`config.mk`:
```
export PLATFORM = sky130hd
export DESIGN_NAME = opc_io_uart
export DESIGN_NICKNAME = d
export VERILOG_FILES = /design/src/rtl/opc_uart_pkg.sv /design/src/rtl/opc_uart_fifo.sv /design/src/rtl/opc_io_uart.sv
export SDC_FILE = /design/constraint.sdc
export NUM_CORES = 1
export LEC_CHECK = 0
export BUFFER_PORTS_ARGS = -buffer_cell sky130_fd_sc_hd__buf_2
export CAP_MARGIN = 15
export CELL_PAD_IN_SITES_DETAIL_PLACEMENT = 1
export CELL_PAD_IN_SITES_GLOBAL_PLACEMENT = 2
export CORE_MARGIN = 1.5
export CORE_UTILIZATION = 45
export DETAILED_ROUTE_END_ITERATION = 10
export HOLD_SLACK_MARGIN = 0.08
export PLACE_DENSITY = 0.86
export REMOVE_ABC_BUFFERS = 1
export SYNTH_ARGS = -nofsm -noshare
export SYNTH_HDL_FRONTEND = slang
export SYNTH_HIERARCHICAL = 1
export SYNTH_SLANG_ARGS = --single-unit
```
`constraint.sdc`:
```
create_clock -name clk -period 5.8 [get_ports clk]
set_input_delay 0.87 -clock clk [delete_from_list [all_inputs] [get_ports clk]]
set_output_delay 0.87 -clock clk [all_outputs]
set_load 0.01 [all_outputs]
```
`src/rtl/opc_uart_pkg.sv`:
```
// rtl/opc_uart_pkg.sv - shared constants and frame state type for opc_io_uart
//
// Purpose: register offsets, STATUS bit positions and the frame state enum
// used by both the transmitter and the receiver.
// Ports: none (package).
package opc_uart_pkg;

  // Register offsets from BASE_ADDR
  localparam logic [1:0] REG_DATA   = 2'd0;
  localparam logic [1:0] REG_STATUS = 2'd1;
  localparam logic [1:0] REG_DIV    = 2'd2;

  // STATUS bit positions
  localparam int ST_RX_AVAIL   = 0;
  localparam int ST_TX_FULL    = 1;
  localparam int ST_RX_OVERRUN = 2;
  localparam int ST_TX_IDLE    = 3;
  localparam int ST_RX_IE      = 4;
  localparam int ST_TX_IE      = 5;
  localparam int ST_FRAME_ERR  = 6;

  // Frame state shared by TX and RX
  typedef enum logic [1:0] {
    IDLE  = 2'd0,
    START = 2'd1,
    DATA  = 2'd2,
    STOP  = 2'd3
  } frame_state_t;

endpackage

```
`src/rtl/opc_uart_fifo.sv`:
```
// rtl/opc_uart_fifo.sv - 8-bit synchronous FIFO used for the UART TX and RX queues
//
// Purpose: DEPTH-entry byte FIFO (DEPTH a power of 2, at least 2) with
// first-word-fall-through output. A push and a pop in the same cycle are both
// honoured even when the FIFO is full; a pop of an empty FIFO is ignored.
// Ports:
//   clk, reset   clock, asynchronous active-high reset (empties the FIFO)
//   push, din    write strobe and byte
//   pop          read strobe; dout is the current head
//   empty, full  occupancy flags
module opc_uart_fifo #(
  parameter int DEPTH = 4
) (
  input  logic       clk,
  input  logic       reset,
  input  logic       push,
  input  logic       pop,
  input  logic [7:0] din,
  output logic [7:0] dout,
  output logic       empty,
  output logic       full
);

  localparam int AW = $clog2(DEPTH);

  logic [7:0]  mem [DEPTH];
  logic [AW:0] wr_ptr;
  logic [AW:0] rd_ptr;
  logic        do_push;
  logic        do_pop;

  // Pointers carry one extra wrap bit so full and empty are distinguishable.
  assign empty   = (wr_ptr == rd_ptr);
  assign full    = (wr_ptr[AW] != rd_ptr[AW]) && (wr_ptr[AW-1:0] == rd_ptr[AW-1:0]);
  assign do_pop  = pop & ~empty;
  // On a full FIFO the slot being written is the one being popped this cycle.
  assign do_push = push & (~full | do_pop);
  assign dout    = mem[rd_ptr[AW-1:0]];

  always_ff @(posedge clk or posedge reset) begin
    if (reset) begin
      wr_ptr <= '0;
      rd_ptr <= '0;
    end else begin
      if (do_push) wr_ptr <= wr_ptr + 1'b1;
      if (do_pop)  rd_ptr <= rd_ptr + 1'b1;
    end
  end

  always_ff @(posedge clk) begin
    if (do_push) mem[wr_ptr[AW-1:0]] <= din;
  end

endmodule

```
`src/rtl/opc_io_uart.sv`:
```
// rtl/opc_io_uart.sv - byte-wide UART peripheral in the OPC5LS I/O space
//
// Purpose: three word registers (DATA, STATUS, DIVISOR) at BASE_ADDR..+2, a
// TX FIFO feeding an 8N1 serialiser and an 8N1 deserialiser feeding an RX
// FIFO. Optional interrupt logic is built when OPC_UART_IRQ_EN is defined;
// otherwise int_b is tied high and rx_ie/tx_ie read as 0.
// Ports:
//   clk, reset            system clock, asynchronous active-high reset
//   vio, cpu_clken        I/O strobe and CPU clock enable (qualify side effects)
//   cpu_rnw, cpu_addr     1 = read, I/O word address
//   cpu_dout              write data
//   io_dout, io_sel       combinational read data and address-decode select
//   int_b                 registered active-low interrupt
//   uart_rx, uart_tx      serial input (asynchronous) and output (idle high)
module opc_io_uart #(
  parameter logic [15:0] BASE_ADDR  = 16'hFE08,
  parameter logic [15:0] DIV_RESET  = 16'd434,
  parameter int          FIFO_DEPTH = 4
) (
  input  logic        clk,
  input  logic        reset,
  input  logic        vio,
  input  logic        cpu_clken,
  input  logic        cpu_rnw,
  input  logic [15:0] cpu_addr,
  input  logic [15:0] cpu_dout,
  output logic [15:0] io_dout,
  output logic        io_sel,
  output logic        int_b,
  input  logic        uart_rx,
  output logic        uart_tx
);

  import opc_uart_pkg::*;

  // ---------------- bus decode ----------------
  logic [15:0] addr_off;
  logic [1:0]  reg_off;
  logic        acc;
  logic        bus_rd;
  logic        bus_wr;
  logic        tx_wr;
  logic        st_wr;
  logic        div_wr;

  // Modular subtraction keeps the range check correct for any BASE_ADDR.
  assign addr_off = cpu_addr - BASE_ADDR;
  assign io_sel   = vio & (addr_off < 16'd3);
  assign reg_off  = addr_off[1:0];
  assign acc      = vio & cpu_clken & io_sel;
  assign bus_rd   = acc & cpu_rnw;
  assign bus_wr   = acc & ~cpu_rnw;
  assign tx_wr    = bus_wr & (reg_off == REG_DATA);
  assign st_wr    = bus_wr & (reg_off == REG_STATUS);
  assign div_wr   = bus_wr & (reg_off == REG_DIV);

  // ---------------- registers ----------------
  logic [15:0] div;
  logic [15:0] period;
  logic [15:0] period_m1;
  logic [15:0] half_m1;
  logic        rx_overrun;
  logic        frame_err;
  logic        rx_overrun_set;
  logic        frame_err_set;
  logic        rx_ie;
  logic        tx_ie;

  assign period    = (div < 16'd2) ? 16'd2 : div;
  assign period_m1 = period - 16'd1;
  assign half_m1   = (period >> 1) - 16'd1;

  // A new event wins over a clear written in the same cycle.
  always_ff @(posedge clk or posedge reset) begin
    if (reset) begin
      div        <= DIV_RESET;
      rx_overrun <= 1'b0;
      frame_err  <= 1'b0;
    end else begin
      if (div_wr) div <= cpu_dout;
      rx_overrun <= rx_overrun_set | (rx_overrun & ~(st_wr & cpu_dout[ST_RX_OVERRUN]));
      frame_err  <= frame_err_set  | (frame_err  & ~(st_wr & cpu_dout[ST_FRAME_ERR]));
    end
  end

  // ---------------- FIFOs ----------------
  logic       tx_push, tx_pop, tx_empty, tx_full, tx_bypass;
  logic [7:0] tx_head;
  logic       rx_push, rx_pop, rx_empty, rx_full;
  logic [7:0] rx_head;
  logic [7:0] rx_shift;

  assign tx_push = tx_wr & ~tx_bypass;
  assign rx_pop  = bus_rd & (reg_off == REG_DATA) & ~rx_empty;

  opc_uart_fifo #(.DEPTH(FIFO_DEPTH)) u_tx_fifo (
    .clk   (clk),
    .reset (reset),
    .push  (tx_push),
    .pop   (tx_pop),
    .din   (cpu_dout[7:0]),
    .dout  (tx_head),
    .empty (tx_empty),
    .full  (tx_full)
  );

  opc_uart_fifo #(.DEPTH(FIFO_DEPTH)) u_rx_fifo (
    .clk   (clk),
    .reset (reset),
    .push  (rx_push),
    .pop   (rx_pop),
    .din   (rx_shift),
    .dout  (rx_head),
    .empty (rx_empty),
    .full  (rx_full)
  );

  // ---------------- transmitter ----------------
  frame_state_t tx_state, tx_state_n;
  logic [15:0]  tx_cnt, tx_cnt_n;
  logic [2:0]   tx_bit, tx_bit_n;
  logic [7:0]   tx_shift, tx_shift_n;
  logic         tx_line, tx_line_n;
  logic         tx_tick;
  logic         tx_idle;

  assign tx_tick = (tx_cnt == 16'd0);
  assign tx_idle = tx_empty & (tx_state == IDLE);
  assign uart_tx = tx_line;

  always_ff @(posedge clk or posedge reset) begin
    if (reset) begin
      tx_state <= IDLE;
      tx_cnt   <= 16'd0;
      tx_bit   <= 3'd0;
      tx_shift <= 8'd0;
      tx_line  <= 1'b1;
    end else begin
      tx_state <= tx_state_n;
      tx_cnt   <= tx_cnt_n;
      tx_bit   <= tx_bit_n;
      tx_shift <= tx_shift_n;
      tx_line  <= tx_line_n;
    end
  end

  // The line level is registered alongside the state so it changes on the
  // same edge as the state. An IDLE write with an empty FIFO loads the
  // shifter directly so the start bit begins on the cycle after the write.
  always_comb begin
    tx_state_n = tx_state;
    tx_cnt_n   = tx_cnt;
    tx_bit_n   = tx_bit;
    tx_shift_n = tx_shift;
    tx_line_n  = tx_line;
    tx_pop     = 1'b0;
    tx_bypass  = 1'b0;
    unique case (tx_state)
      IDLE: begin
        tx_line_n = 1'b1;
        if (!tx_empty) begin
          tx_pop     = 1'b1;
          tx_shift_n = tx_head;
          tx_state_n = START;
          tx_cnt_n   = period_m1;
          tx_line_n  = 1'b0;
        end else if (tx_wr) begin
          tx_bypass  = 1'b1;
          tx_shift_n = cpu_dout[7:0];
          tx_state_n = START;
          tx_cnt_n   = period_m1;
          tx_line_n  = 1'b0;
        end
      end
      START: begin
        if (tx_tick) begin
          tx_state_n = DATA;
          tx_bit_n   = 3'd0;
          tx_cnt_n   = period_m1;
          tx_line_n  = tx_shift[0];
        end else begin
          tx_cnt_n = tx_cnt - 16'd1;
        end
      end
      DATA: begin
        if (tx_tick) begin
          tx_cnt_n = period_m1;
          if (tx_bit == 3'd7) begin
            tx_state_n = STOP;
            tx_line_n  = 1'b1;
          end else begin
            tx_bit_n  = tx_bit + 3'd1;
            tx_line_n = tx_shift[tx_bit + 3'd1];
          end
        end else begin
          tx_cnt_n = tx_cnt - 16'd1;
        end
      end
      STOP: begin
        if (tx_tick) begin
          if (!tx_empty) begin
            tx_pop     = 1'b1;
            tx_shift_n = tx_head;
            tx_state_n = START;
            tx_cnt_n   = period_m1;
            tx_line_n  = 1'b0;
          end else begin
            tx_state_n = IDLE;
            tx_line_n  = 1'b1;
          end
        end else begin
          tx_cnt_n = tx_cnt - 16'd1;
        end
      end
      default: tx_state_n = IDLE;
    endcase
  end

  // ---------------- receiver ----------------
  frame_state_t rx_state, rx_state_n;
  logic [15:0]  rx_cnt, rx_cnt_n;
  logic [2:0]   rx_bit, rx_bit_n;
  logic [7:0]   rx_shift_n;
  logic         rx_s1, rx_s2, rx_prev;
  logic         rx_tick;

  assign rx_tick = (rx_cnt == 16'd0);

  always_ff @(posedge clk or posedge reset) begin
    if (reset) begin
      rx_s1    <= 1'b1;
      rx_s2    <= 1'b1;
      rx_prev  <= 1'b1;
      rx_state <= IDLE;
      rx_cnt   <= 16'd0;
      rx_bit   <= 3'd0;
      rx_shift <= 8'd0;
    end else begin
      rx_s1    <= uart_rx;
      rx_s2    <= rx_s1;
      rx_prev  <= rx_s2;
      rx_state <= rx_state_n;
      rx_cnt   <= rx_cnt_n;
      rx_bit   <= rx_bit_n;
      rx_shift <= rx_shift_n;
    end
  end

  // Sampling is offset by half a bit from the detected falling edge so every
  // later sample lands mid-bit.
  always_comb begin
    rx_state_n     = rx_state;
    rx_cnt_n       = rx_cnt;
    rx_bit_n       = rx_bit;
    rx_shift_n     = rx_shift;
    rx_push        = 1'b0;
    rx_overrun_set = 1'b0;
    frame_err_set  = 1'b0;
    unique case (rx_state)
      IDLE: begin
        if (rx_prev && !rx_s2) begin
          rx_state_n = START;
          rx_cnt_n   = half_m1;
        end
      end
      START: begin
        if (rx_tick) begin
          if (rx_s2) begin
            rx_state_n = IDLE;
          end else begin
            rx_state_n = DATA;
            rx_bit_n   = 3'd0;
            rx_cnt_n   = period_m1;
          end
        end else begin
          rx_cnt_n = rx_cnt - 16'd1;
        end
      end
      DATA: begin
        if (rx_tick) begin
          rx_shift_n = {rx_s2, rx_shift[7:1]};
          rx_cnt_n   = period_m1;
          if (rx_bit == 3'd7) rx_state_n = STOP;
          else                rx_bit_n   = rx_bit + 3'd1;
        end else begin
          rx_cnt_n = rx_cnt - 16'd1;
        end
      end
      STOP: begin
        if (rx_tick) begin
          rx_state_n = IDLE;
          if (!rx_s2) begin
            frame_err_set = 1'b1;
          end else if (rx_full && !rx_pop) begin
            rx_overrun_set = 1'b1;
          end else begin
            rx_push = 1'b1;
          end
        end else begin
          rx_cnt_n = rx_cnt - 16'd1;
        end
      end
      default: rx_state_n = IDLE;
    endcase
  end

  // ---------------- interrupt ----------------
`ifdef OPC_UART_IRQ_EN
  always_ff @(posedge clk or posedge reset) begin
    if (reset) begin
      rx_ie <= 1'b0;
      tx_ie <= 1'b0;
      int_b <= 1'b1;
    end else begin
      if (st_wr) begin
        rx_ie <= cpu_dout[ST_RX_IE];
        tx_ie <= cpu_dout[ST_TX_IE];
      end
      int_b <= ~((rx_ie & ~rx_empty) | (tx_ie & tx_idle));
    end
  end
`else
  assign rx_ie = 1'b0;
  assign tx_ie = 1'b0;
  assign int_b = 1'b1;
`endif

  // ---------------- read path ----------------
  logic [15:0] status;

  always_comb begin
    status                = 16'h0000;
    status[ST_RX_AVAIL]   = ~rx_empty;
    status[ST_TX_FULL]    = tx_full;
    status[ST_RX_OVERRUN] = rx_overrun;
    status[ST_TX_IDLE]    = tx_idle;
    status[ST_RX_IE]      = rx_ie;
    status[ST_TX_IE]      = tx_ie;
    status[ST_FRAME_ERR]  = frame_err;
  end

  always_comb begin
    io_dout = 16'h0000;
    if (io_sel) begin
      unique case (reg_off)
        REG_DATA:   io_dout = rx_empty ? 16'h0000 : {8'h00, rx_head};
        REG_STATUS: io_dout = status;
        REG_DIV:    io_dout = div;
        default:    io_dout = 16'h0000;
      endcase
    end
  end

endmodule

```
Word-level counts from Yosys, hierarchy flattened

Memory sizes are Yosys's and may differ from the RTL's.
Index checks and enable logic that the tools add are counted.

Register bits after elaboration: 92
Memory bits (writable): 64
Input bits: 38
Output and inout port bits: 19
Word-level logic and storage cells: 200
Memories: 2

Add/sub/neg operators: 11
$lt $le $gt $ge: 3
Eq/ne operators: 33
Multiplexer cells: 76
Bitwise operators: 32
Reductions and logical operators: 24

Memories:

| memory        | depth | width | read ports | clocked after Yosys merged registers in | wr ports | line                | source |
|---|---|---|---|---|---|---|---|
| u_rx_fifo.mem | 4     | 8     | 1          | 0                                       | 1        | opc_uart_fifo.sv:26 | `logic [7:0] mem [DEPTH];` |
| u_tx_fifo.mem | 4     | 8     | 1          | 0                                       | 1        | opc_uart_fifo.sv:26 |  |

Operators by type and width:

| cell                     | number |
|---|---|
| $mux W16                 | 12 |
| $pmux W16 S3             | 2 |
| $pmux W16 S4             | 1 |
| $sub A16 B1 Y16 const B  | 3 |
| $mux W8                  | 5 |
| $logic_not A16 Y1        | 2 |
| $lt A16 B2 Y1 const B    | 2 |
| $mux W1                  | 29 |
| $ne A2 B2 Y1 const B     | 14 |
| $mux W2                  | 12 |
| $mux W3                  | 7 |
| $and A1 B1 Y1            | 20 |
| $add A3 B1 Y3 const B    | 6 |
| $pmux W2 S4              | 2 |
| $pmux W8 S2              | 1 |
| $sub A15 B1 Y16 const B  | 1 |
| $sub A16 B16 Y16 const B | 1 |
| $reduce_and A5 Y1        | 3 |
| $pmux W3 S2              | 2 |
| $eq A2 B2 Y1 const B     | 5 |
| $ne A3 B3 Y1 const B     | 3 |
| $not A1 Y1               | 8 |
| $reduce_and A4 Y1        | 2 |
| $eq A2 B1 Y1 const B     | 3 |
| other kinds (16)         | 33 |

Longest topological paths before layout

Gate-level depths: netlist of run 1.

Depth after elaboration: 16
Depth in mapped cells: 12

By module

The synthesis of run 1 kept the hierarchy.

By module, submodules not included:

| module        | instances | cells each | area an instance (µm²) | seq. area each (µm²) |
|---|---|---|---|---|
| opc_io_uart   | 1         | 612        | 5,564.1                | 2,013.2 |
| opc_uart_fifo | 2         | 78         | 1,651.6                | 1,111.1 |

Worst setup path after synthesis of run 1

Ideal clock, no wire load.

Kind: input-to-reg
From: input cpu_addr[3]
To: memory u_rx_fifo.mem[3][0], enable pin
Setup time: 0.324 ns
Arrival time: 2.945 ns
Slack: 2.531 ns
Stages: 11
Buffers on the path: 1
Cell sequence: inv_1 > ha_1 > a221oi_1 > nand3_1 > or3_1 > clkbuf_1 > o21ai_0 > and4_1 > and2_1 > o41ai_2 > inv_1

Word-level cells in the longest chain between the ends: 16
Elaborated cells on any way between the ends: 18
Classes of those cells: 1 x add/sub; 1 x order compare; 6 x mux; 8 x bitwise; 2 x reduce/logical

Ends and longest elaborated chain:

| item                          | line                | source |
|---|---|---|
| start, declared               | opc_io_uart.sv:25   | `input logic [15:0] cpu_addr,` |
| $sub A16 B16 Y16              | opc_io_uart.sv:47   | `assign addr_off = cpu_addr - BASE_ADDR;` |
| $lt A16 B2 Y1                 | opc_io_uart.sv:48   | `assign io_sel = vio & (addr_off < 16'd3);` |
| $and A1 B1 Y1                 | opc_io_uart.sv:48   |  |
| $and A1 B1 Y1                 | opc_io_uart.sv:50   | `assign acc = vio & cpu_clken & io_sel;` |
| $and A1 B1 Y1                 | opc_io_uart.sv:51   | `assign bus_rd = acc & cpu_rnw;` |
| $and A1 B1 Y1 (2 in a row)    | opc_io_uart.sv:94   | `assign rx_pop = bus_rd & (reg_off == REG_DATA) & ~rx_empty;` |
| $logic_not A1 Y1              | opc_io_uart.sv:294  | `end else if (rx_full && !rx_pop) begin` |
| $logic_and A1 B1 Y1           | opc_io_uart.sv:294  |  |
| $mux W1                       | opc_io_uart.sv:294  |  |
| $mux W1                       | opc_io_uart.sv:292  | `if (!rx_s2) begin` |
| $mux W1                       | opc_io_uart.sv:290  | `if (rx_tick) begin` |
| $mux W1                       | opc_io_uart.sv:259  | `unique case (rx_state)` |
| via rx_push                   | opc_io_uart.sv:89   | `logic rx_push, rx_pop, rx_empty, rx_full;` |
| $and A1 B1 Y1                 | opc_uart_fifo.sv:37 | `assign do_push = push & (~full \| do_pop);` |
| $mux W1                       | opc_uart_fifo.sv:51 | `if (do_push) mem[wr_ptr[AW-1:0]] <= din;` |
| $mux W1 (not written as such) | opc_uart_fifo.sv:51 |  |
| end, declared                 | opc_uart_fifo.sv:26 |  |

The timed path passes the listed nets, and every way through them passes these cells.

Worst setup path in the final report of run 1

From: register div[10]
To: register rx_cnt[12]

Word-level cells in the longest chain between the ends: 6
Elaborated cells on any way between the ends: 9
Classes of those cells: 2 x add/sub; 1 x order compare; 6 x mux

Ends and longest elaborated chain:

| item                   | line               | source |
|---|---|---|
| start, declared        | opc_io_uart.sv:58  | `logic [15:0] div;` |
| start signal, assigned | opc_io_uart.sv:80  | `if (div_wr) div <= cpu_dout;` |
| $lt A16 B2 Y1          | opc_io_uart.sv:69  | `assign period = (div < 16'd2) ? 16'd2 : div;` |
| $mux W16 (*)           | opc_io_uart.sv:69  |  |
| $sub A16 B1 Y16        | opc_io_uart.sv:70  | `assign period_m1 = period - 16'd1;` |
| $mux W16               | opc_io_uart.sv:268 | `if (rx_s2) begin` |
| $mux W16               | opc_io_uart.sv:267 | `if (rx_tick) begin` |
| $pmux W16 S4 (*)       | opc_io_uart.sv:259 |  |
| end signal, assigned   | opc_io_uart.sv:243 | `rx_cnt <= rx_cnt_n;` |
| end, declared          | opc_io_uart.sv:221 | `logic [15:0] rx_cnt, rx_cnt_n;` |

Mark *: on every way between the ends. The rest lies on a longest branch, timed or not. The select of a mux whose other input is x is not followed.
A chain may end at the register's enable or synchronous reset.

==> flow_summary.rst, run 1 <==
.. list-table::
   :header-rows: 1

   * - Metric
     - Value
   * - Total Wirelength
     - roughly 25,000 um
   * - Share of power burned in combinational logic
     - between 30% and 40%
   * - Netlist area before placement
     - 0.00887 mm^2
   * - Drt wl/cell
     - about 23 um
   * - CTS HTree Levels
     - 4
   * - Average cell area after synthesis
     - about 12 um^2
   * - Number of enable flip-flop cells after synthesis
     - 64
   * - Die Y
     - between 100 and 150 um
   * - Launch point of the worst path
     - div[10]
   * - GPL Wtd Cong
     - around 0.86
   * - Worst path required time
     - between 6 and 7 ns
   * - Global-route wire length before repair
     - roughly 40,000 um
   * - Path category of the worst min-delay check
     - in -> async
   * - Detailed-route DRC error count
     - 0
   * - Async SR Flop Fraction
     - around three fifths
   * - WP data arrival
     - between 4 and 5 ns
   * - Synth Instances
     - ~770
   * - Transition time of the tightest slew-check pin
     - 1.11 ns
   * - Total overflow reported by the global router
     - 0
   * - Std-Cell Rows
     - 51
   * - Number of vias after detailed routing
     - ~6,600
   * - Crit path launch type
     - flip-flop
   * - Result of the run
     - complete, no violations
   * - GR met3 Demand/Resource
     - approximately 4.9%
   * - Root buf cell
     - sky130_fd_sc_hd__clkbuf_16
   * - Count of antenna-violating nets left after detailed routing
     - 0
   * - Cell with the biggest individual delay on the critical path
     - sky130_fd_sc_hd__nor4_1
   * - Reg-to-Reg Start
     - div[10]
   * - Clock tree from TritonCTS
     - built
   * - Core footprint
     - 0.0194 mm^2
   * - Synth unique cells
     - 87
   * - Switching part of the total power
     - roughly 40%
   * - Net switching power figure
     - 0.00158 W
   * - Initial antenna violation count
     - 0
   * - TritonCTS Buffers
     - 17
   * - Buffers from clock root to sink, at most
     - 2
   * - Insertion delay to the later sink of the worst-skew pair
     - about 0.45 ns
   * - Mean number of vias per cell
     - 6.00
   * - # Post-CTS Setup Buffers
     - 0
   * - Diodes inserted
     - 0
   * - Vias in the first global route
     - 7,047
   * - Initial cell density of the core
     - 45.7%
   * - Most used cells in the layout excluding fill and tap cells
     - 83 x sky130_fd_sc_hd__dfrtp_1, 64 x sky130_fd_sc_hd__edfxtp_1, 55 x sky130_fd_sc_hd__buf_2, 53 x sky130_fd_sc_hd__nor2_1, 52 x sky130_fd_sc_hd__nand2_1
   * - Post-route total power
     - 0.00398 W
   * - Met1 track utilization from global routing
     - 34.5%
   * - Family with the most delay on the worst path
     - simple AND/OR/NAND/NOR gates
   * - Final cell count without fillers
     - around 1,100
   * - Final Hold Vio Count
     - 0
   * - Normalized max-slew margin
     - roughly 26%
   * - Crit path buf inv count
     - 1
   * - Drt pass-1 iters
     - 4
   * - Setup Viol. Count Final
     - 0
   * - Placed instance count
     - 1,060
   * - Area grow syn2layout
     - 12.4%
   * - Total negative setup slack
     - 0 ns
   * - Worst clock skew
     - 0.0132 ns
   * - Setup repair after global routing missed its margin
     - false
   * - Max-slew violation total from the final report
     - 0
   * - Maximum Capacitance Violations
     - 0
   * - Nature of the critical path endpoint
     - flip-flop
   * - Count of input and output buffers
     - 55
   * - Shortest clock period the worst path allows after layout
     - between 3 and 4 ns
   * - Critical path's largest stage delay
     - between 0.7 and 0.8 ns
   * - Share of final-layout standard cells stronger than drive strength 1
     - 22.7%
   * - Cell Chain, Critical Path
     - nor4_1 > a41oi_1 > inv_1 > ha_1 > nand3_1 > or2_2 > xor2_1 > o21ai_0 > a221o_1
   * - Total clock sinks
     - 156
   * - Top-Level Pins
     - 57
   * - CTS clk-pin slew, worst paths
     - roughly 0.08 ns
   * - Busiest metal layer after global routing
     - met2
   * - Total die area
     - between 0.02 and 0.025 mm^2
   * - Die width
     - between 100 and 150 um
   * - First DRT Iteration DRCs
     - around 320
   * - Leakage power figure
     - between 4 and 5 nW
   * - Maximum number of pins on one net before global-route repair
     - 74
   * - Dominant synthesized flop cell
     - sky130_fd_sc_hd__dfrtp_1
   * - Sequential cell fraction of total power
     - between 30 and 40%
   * - Slack of the critical path
     - between 1.5 and 2 ns
   * - Sum of net half-perimeters after detailed placement
     - between 15,000 and 20,000 um
   * - Final cycle utilization of the critical path
     - 65.6%
   * - Post-Place Setup Slack
     - 1.96 ns
   * - F_max
     - roughly 260 MHz
   * - Critical path start-end classification
     - reg -> reg
   * - Met2 track utilization from global routing
     - between 40 and 50%
   * - Cell Pwr Density
     - 399 mW/mm^2
   * - Peak supply drop
     - around 0.2 mV
   * - Largest driver fanout on the critical path
     - 8
   * - Total of cells resized after clock tree synthesis
     - 0
   * - Ys Warns
     - 6
   * - Nets
     - 880
   * - Share of synthesized area occupied by flip-flops and latches
     - between 40% and 50%
   * - Internal power
     - around 0.0024 W
   * - Most common cell after layout, fill and taps aside
     - sky130_fd_sc_hd__dfrtp_1
   * - Number of register bits inferred by synthesis
     - 156
   * - All-layer global routing usage
     - 26.1%
   * - Cts hold-fix bufs
     - 0
   * - Share of power burned in the clock network
     - just under 30%
## power groups by stage
| stage | clock [W] | sequential (W) | combinational, W |
|---|---|---|---|
| detailed placement | 0 | 0.00148 | 0.00132 |
| global placement | 0 | 0.00146 | 0.00125 |
| global route | 0.00124 | 0.00148 | 0.00149 |
| finish | 0.00118 | 0.00146 | 0.00134 |
| floorplan | 0 | 0.00143 | 0.000960 |
| CTS | 0.00119 | 0.00146 | 0.00133 |
## final timing paths
check,end,depth (start not counted),slack [ns]
max,rx_cnt[12],9,2.00
min,tx_shift[7],2,0.35
max reg2reg,rx_cnt[12],9,2.00
min reg2reg,rx_s2,0,0.36
max in group asynchronous,rx_cnt[3],3,4.20
min in group clk,rx_s2,0,0.36
## per-layer routing
metal | vias up | share of wire, %
met5 | - | 0
met4 | 0 | 1.5
met3 | 26 | 3.5
met2 | 145 | 50
met1 | 3385 | 45
li1 | 2997 | -
## final cells by class
class	count	area (um^2)
fillers	2104	9430
multi-input cells	543	4320
clock inverters	15	206
inverters	37	140
flip-flops and latches	156	4240
repair buffers	60	313
clock buffers	17	425
well taps	265	332
## cell usage after synthesis (13+ instances only)
cell                       instances  area share (%)
sky130_fd_sc_hd__dfrtp_1          83              23
sky130_fd_sc_hd__edfxtp_1         64              22
sky130_fd_sc_hd__nor2_1           53             2.2
sky130_fd_sc_hd__nand2_1          52             2.2
sky130_fd_sc_hd__mux2_2           44             5.6
sky130_fd_sc_hd__o21ai_0          39             2.2
sky130_fd_sc_hd__inv_1            37             1.6
sky130_fd_sc_hd__a21oi_1          36             2.0
sky130_fd_sc_hd__ha_1             27             3.8
sky130_fd_sc_hd__xnor2_1          23             2.3
sky130_fd_sc_hd__nand3_1          19             1.1
sky130_fd_sc_hd__xor2_1           18             1.8
sky130_fd_sc_hd__clkbuf_1         17            0.72
sky130_fd_sc_hd__mux4_1           16             4.7
sky130_fd_sc_hd__nor3_1           16            0.90
sky130_fd_sc_hd__and2_1           13            0.92
## cell families (layout without fill, tap and decap cells)
family	count (synthesis)	count (layout)	synth area share [%]
AND/OR/NAND/NOR	230	230	14.2
AO/OA/AOI/OAI	175	175	14.2
flip-flops	156	156	47.8
buffers and inverters	69	129	3.53
multiplexers	65	65	11.2
XOR/XNOR	45	45	5.29
adder cells (fa/ha/maj)	27	27	3.81
other	1	1	0.0423
## metrics by stage
| step | hold slack [ns] | instance area (um^2) | utilization, % |
|---|---|---|---|
| 4_1_cts | 0.346 | 9960 | 51.4 |
| 6_report | 0.352 | 9970 | 51.4 |
| 2_1_floorplan | 0.345 | 8690 | - |
| 5_1_grt | 0.353 | 9970 | 51.4 |
| 3_5_place_dp | 0.348 | 9330 | 48.1 |
| 3_3_place_gp | 0.348 | 9330 | 48.1 |
## sequential cells by signal (all words and copies together) (netlist names), 2 cells and up, named ones only
signal and count:
tx_shift 8, u_rx_fifo/mem 32, rx_bit 3, tx_cnt 16
u_rx_fifo/wr_ptr 3, tx_bit 3, rx_cnt 16, u_tx_fifo/wr_ptr 3
u_tx_fifo/mem 32, div 16, u_rx_fifo/rd_ptr 3, rx_shift 8
tx_state 2, u_tx_fifo/rd_ptr 3
(Power assumes the default switching activity.)
==> run 2, diff against run 1 <==
ABC_AREA = 1   (was not set)
CORE_UTILIZATION = 34   (was 45)
PLACE_DENSITY = 0.77   (was 0.86)
clock period = 3.1 ns   (was 5.8 ns; I/O delays follow)
==> run 2 against run 1 <==
Via count grew 24%. Clock skew is 0.0095 ns higher. First-iteration DRC count is 40% higher. Core utilization decreased by 12 points. Sequential share of layout area fell by 4.1 points. Hold slack got worse by 0.20 ns. Flip-flop and latch count unchanged. Cell area up 11%.
==> flow_summary.rst, run 2 <==
.. list-table::
   :header-rows: 1

   * - Metric
     - Value
   * - Result of the run
     - complete, no violations
   * - Transition time of the tightest slew-check pin
     - 0.952 ns (-0.157 ns)
   * - Total negative setup slack
     - 0 ns (unchanged)
   * - Synth Instances
     - 1,183 (+54%)
   * - Final cycle utilization of the critical path
     - 93.2% (+28 points)
   * - Met1 track utilization from global routing
     - 28.7% (-5.8 points)
   * - Area grow syn2layout
     - 14.8%
   * - Count of antenna-violating nets left after detailed routing
     - 0 (unchanged)
   * - Die width
     - 171 um (+19%)
   * - Launch point of the worst path
     - rx_cnt[0]
   * - First DRT Iteration DRCs
     - 453 (+40%)
   * - Cell Chain, Critical Path
     - inv_1 > ha_1 > inv_1 > nor2_4 > nand3b_4 > nor2_4 > nand2_4 > nor3_1 > inv_1 > nor2_2 > nand2_4 > nor2_1 > buf_4
   * - Total Wirelength
     - 29,500 um (+17%)
   * - R2R Setup Slk
     - 0.21 ns (-1.79 ns)
   * - Number of enable flip-flop cells after synthesis
     - 64 (unchanged)
   * - Cell with the biggest individual delay on the critical path
     - sky130_fd_sc_hd__dfrtp_1
   * - Critical path start-end classification
     - reg -> reg
   * - All-layer global routing usage
     - 21.5% (-4.6 points)
   * - Endpoint of the worst register-to-register path
     - u_rx_fifo/mem[0][7]
   * - Leakage power figure
     - 5.23 nW (+30%)
   * - Std-Cell Rows
     - 61 (+20%)
   * - Top post-synthesis cells by area
     - sky130_fd_sc_hd__dfrtp_1 22%, sky130_fd_sc_hd__edfxtp_1 20%, sky130_fd_sc_hd__nand2_1 12%
   * - Global-route wire length before repair
     - 48,000 um (+20%)
   * - CTS clk-pin slew, worst paths
     - 0.07 ns (about the same)
   * - WP data arrival
     - 3.04 ns (-1.09 ns)
   * - Vias in the first global route
     - 8,545 (+21%)
   * - Cell Pwr Density
     - 728 mW/mm^2 (+83%)
   * - Reg-to-Reg Start
     - rx_cnt[0]
   * - Max-slew violation total from the final report
     - 0 (unchanged)
   * - Top-Level Pins
     - 57 (unchanged)
   * - Design Area, Final
     - 0.0110 mm^2 (+11%)
   * - Family with the most delay on the worst path
     - simple AND/OR/NAND/NOR gates
   * - CP most frequent cell
     - sky130_fd_sc_hd__inv_1
   * - Sum of net half-perimeters after detailed placement
     - 22,700 um (+23%)
   * - Drt pass-1 iters
     - 4 (unchanged)
   * - Critical path's largest stage delay
     - 0.44 ns (-0.33 ns)
   * - Shortest clock period the worst path allows after layout
     - 2.89 ns (-0.912 ns)
   * - Post-route total power
     - 0.00803 W (+100%)
   * - Share of synthesized area occupied by flip-flops and latches
     - 44.1% (-3.7 points)
   * - Met2 track utilization from global routing
     - 36.0% (-8.2 points)
   * - Area share of the leading cell type in the synthesized netlist
     - 21.6% (-1.8 points)
   * - GPL Wtd Cong
     - 0.893 (+3.8%)
   * - Initial antenna violation count
     - 2 (+2)
   * - Capture point of the critical path
     - u_rx_fifo/mem[0][7]
   * - Number of vias after detailed routing
     - 8,119 (+24%)
   * - Total die area
     - 0.0293 mm^2 (+42%)
   * - Logic depth of the worst register-to-register path
     - 13 (+4)
   * - Core footprint
     - 0.0278 mm^2 (+43%)
   * - Area leader, netlist
     - sky130_fd_sc_hd__dfrtp_1
   * - Async SR Flop Fraction
     - 59.0% (unchanged)
   * - Final Hold Vio Count
     - 0 (unchanged)
   * - Share of final-layout standard cells stronger than drive strength 1
     - 17.6% (-5.1 points)
   * - Detailed-route DRC error count
     - 0 (unchanged)
   * - Crit path launch type
     - flip-flop
   * - TritonCTS Buffers
     - 17 (unchanged)
   * - Die Y
     - 171 um (+19%)
   * - Root buf cell
     - sky130_fd_sc_hd__clkbuf_16
   * - Number of register bits inferred by synthesis
     - 156 (unchanged)
   * - Count of input and output buffers
     - 55 (unchanged)
   * - Busiest metal layer after global routing
     - met2
   * - Nets
     - 1,325 (+51%)
   * - Ys Warns
     - 6 (unchanged)
   * - Largest driver fanout on the critical path
     - 8 (unchanged)
   * - Path category of the worst min-delay check
     - in -> reg
   * - Clock tree from TritonCTS
     - built
   * - Placement Cell Area
     - 0.0104 mm^2 (+11%)
   * - Total overflow reported by the global router
     - 0 (unchanged)
   * - Drt wl/cell
     - 17.8 um (-23%)
   * - Number of cells on the critical path
     - 13 (+4)
   * - Most frequently used cell type in the post-synthesis netlist
     - sky130_fd_sc_hd__nand2_1
   * - Worst clock skew
     - 0.0227 ns (+0.00949 ns)
   * - Maximum number of pins on one net before global-route repair
     - 46 (-38%)
   * - Mean number of vias per cell
     - 4.91 (-18%)
   * - CTS HTree Levels
     - 4 (unchanged)
   * - Maximum Capacitance Violations
     - 0 (unchanged)
   * - GR met3 Demand/Resource
     - 3.03% (-1.9 points)
   * - Buffers from clock root to sink, at most
     - 2 (unchanged)
   * - Setup Viol. Count Final
     - 0 (unchanged)
   * - Insertion delay to the later sink of the worst-skew pair
     - 0.45 ns (about the same)
   * - Netlist area before placement
     - 0.00961 mm^2 (+8.4%)
   * - Average cell area after synthesis
     - 8.12 um^2 (-30%)
   * - Total clock sinks
     - 156 (unchanged)
   * - # Post-CTS Setup Buffers
     - 0 (unchanged)
   * - Peak supply drop
     - 0.339 mV (+72%)
   * - Most used cells in the layout excluding fill and tap cells
     - 307 x sky130_fd_sc_hd__nand2_1, 127 x sky130_fd_sc_hd__nor2_1, 126 x sky130_fd_sc_hd__inv_1, 85 x sky130_fd_sc_hd__nand3_1, 83 x sky130_fd_sc_hd__dfrtp_1
   * - Nature of the critical path endpoint
     - flip-flop
   * - Synth unique cells
     - 55 (-37%)
   * - Initial cell density of the core
     - 34.6% (-11 points)
   * - Crit path buf inv count
     - 4 (+3)
   * - Setup repair after global routing missed its margin
     - false
   * - F_max
     - 346 MHz (+32%)
   * - Most common cell after layout, fill and taps aside
     - sky130_fd_sc_hd__nand2_1
   * - Leading post-synthesis cells by instance count
     - 307 x sky130_fd_sc_hd__nand2_1, 128 x sky130_fd_sc_hd__inv_1, 128 x sky130_fd_sc_hd__nor2_1, 85 x sky130_fd_sc_hd__nand3_1, 83 x sky130_fd_sc_hd__dfrtp_1
   * - Dominant synthesized flop cell
     - sky130_fd_sc_hd__dfrtp_1
   * - Worst path required time
     - 3.25 ns (-2.88 ns)
   * - Normalized max-slew margin
     - 36.4% (+11 points)
[run 2: per-layer routing]
metal	vias up	wire [um]
met2	114	13900
met3	33	942
met5	-	17
li1	4006	-
met4	2	599
met1	3964	14000
[run 2: report_power, final]
part | internal (W) | total, W | switching (W)
registers | 0.00244 | 0.00273 | 0.000297
clock network | 0.00109 | 0.00216 | 0.00107
logic | 0.00107 | 0.00314 | 0.00207
[run 2: per-stage QoR]
stage / cells / worst slack [ns] / util (%) / hold slack (ns)
finish: 1652 / 0.210 / 39.7 / 0.153
CTS: 1651 / 0.132 / 39.6 / 0.141
global route: 1651 / 0.0429 / 39.7 / 0.144
floorplan: 1149 / 0.459 / - / 0.256
detailed placement: 1618 / 0.141 / 37.4 / 0.354
global placement: 1618 / 0.334 / 37.4 / 0.348
[run 2: cell families after synthesis]
kind of cell             synth area share, %
XOR/XNOR                                4.13
adder cells (fa/ha/maj)                 3.52
AND/OR/NAND/NOR                         28.8
other                                 0.0390
flip-flops                              44.1
multiplexers                           0.820
buffers and inverters                   8.02
AO/OA/AOI/OAI                           10.6
[run 2: worst min path at each step]
stage,start,to,slack (ns),cells past startpoint
2_1_floorplan,reset,u_rx_fifo/rd_ptr[0],0.26,1
3_3_place_gp,rx_s1,rx_s2,0.35,0
3_5_place_dp,rx_s1,rx_s2,0.35,0
4_1_cts,uart_rx,rx_s1,0.14,1
5_1_grt,uart_rx,rx_s1,0.14,1
6_report,uart_rx,rx_s1,0.15,1
[run 2: area by class of cell]
type                    count  area (um^2)
diodes                      1         2.50
clock buffers              17          425
clock inverters            15          176
fillers                  3409        16800
inverters                 137          517
multi-input cells         856         4620
flip-flops and latches    156         4240
well taps                 378          473
repair buffers             92          581
[run 2: repair_timing]
item | CTS | global route
resized for setup | 0 | 4
hold endpoints to repair | 12 | 0
hold buffers | 1 | 0
setup endpoints to repair | 0 | 35
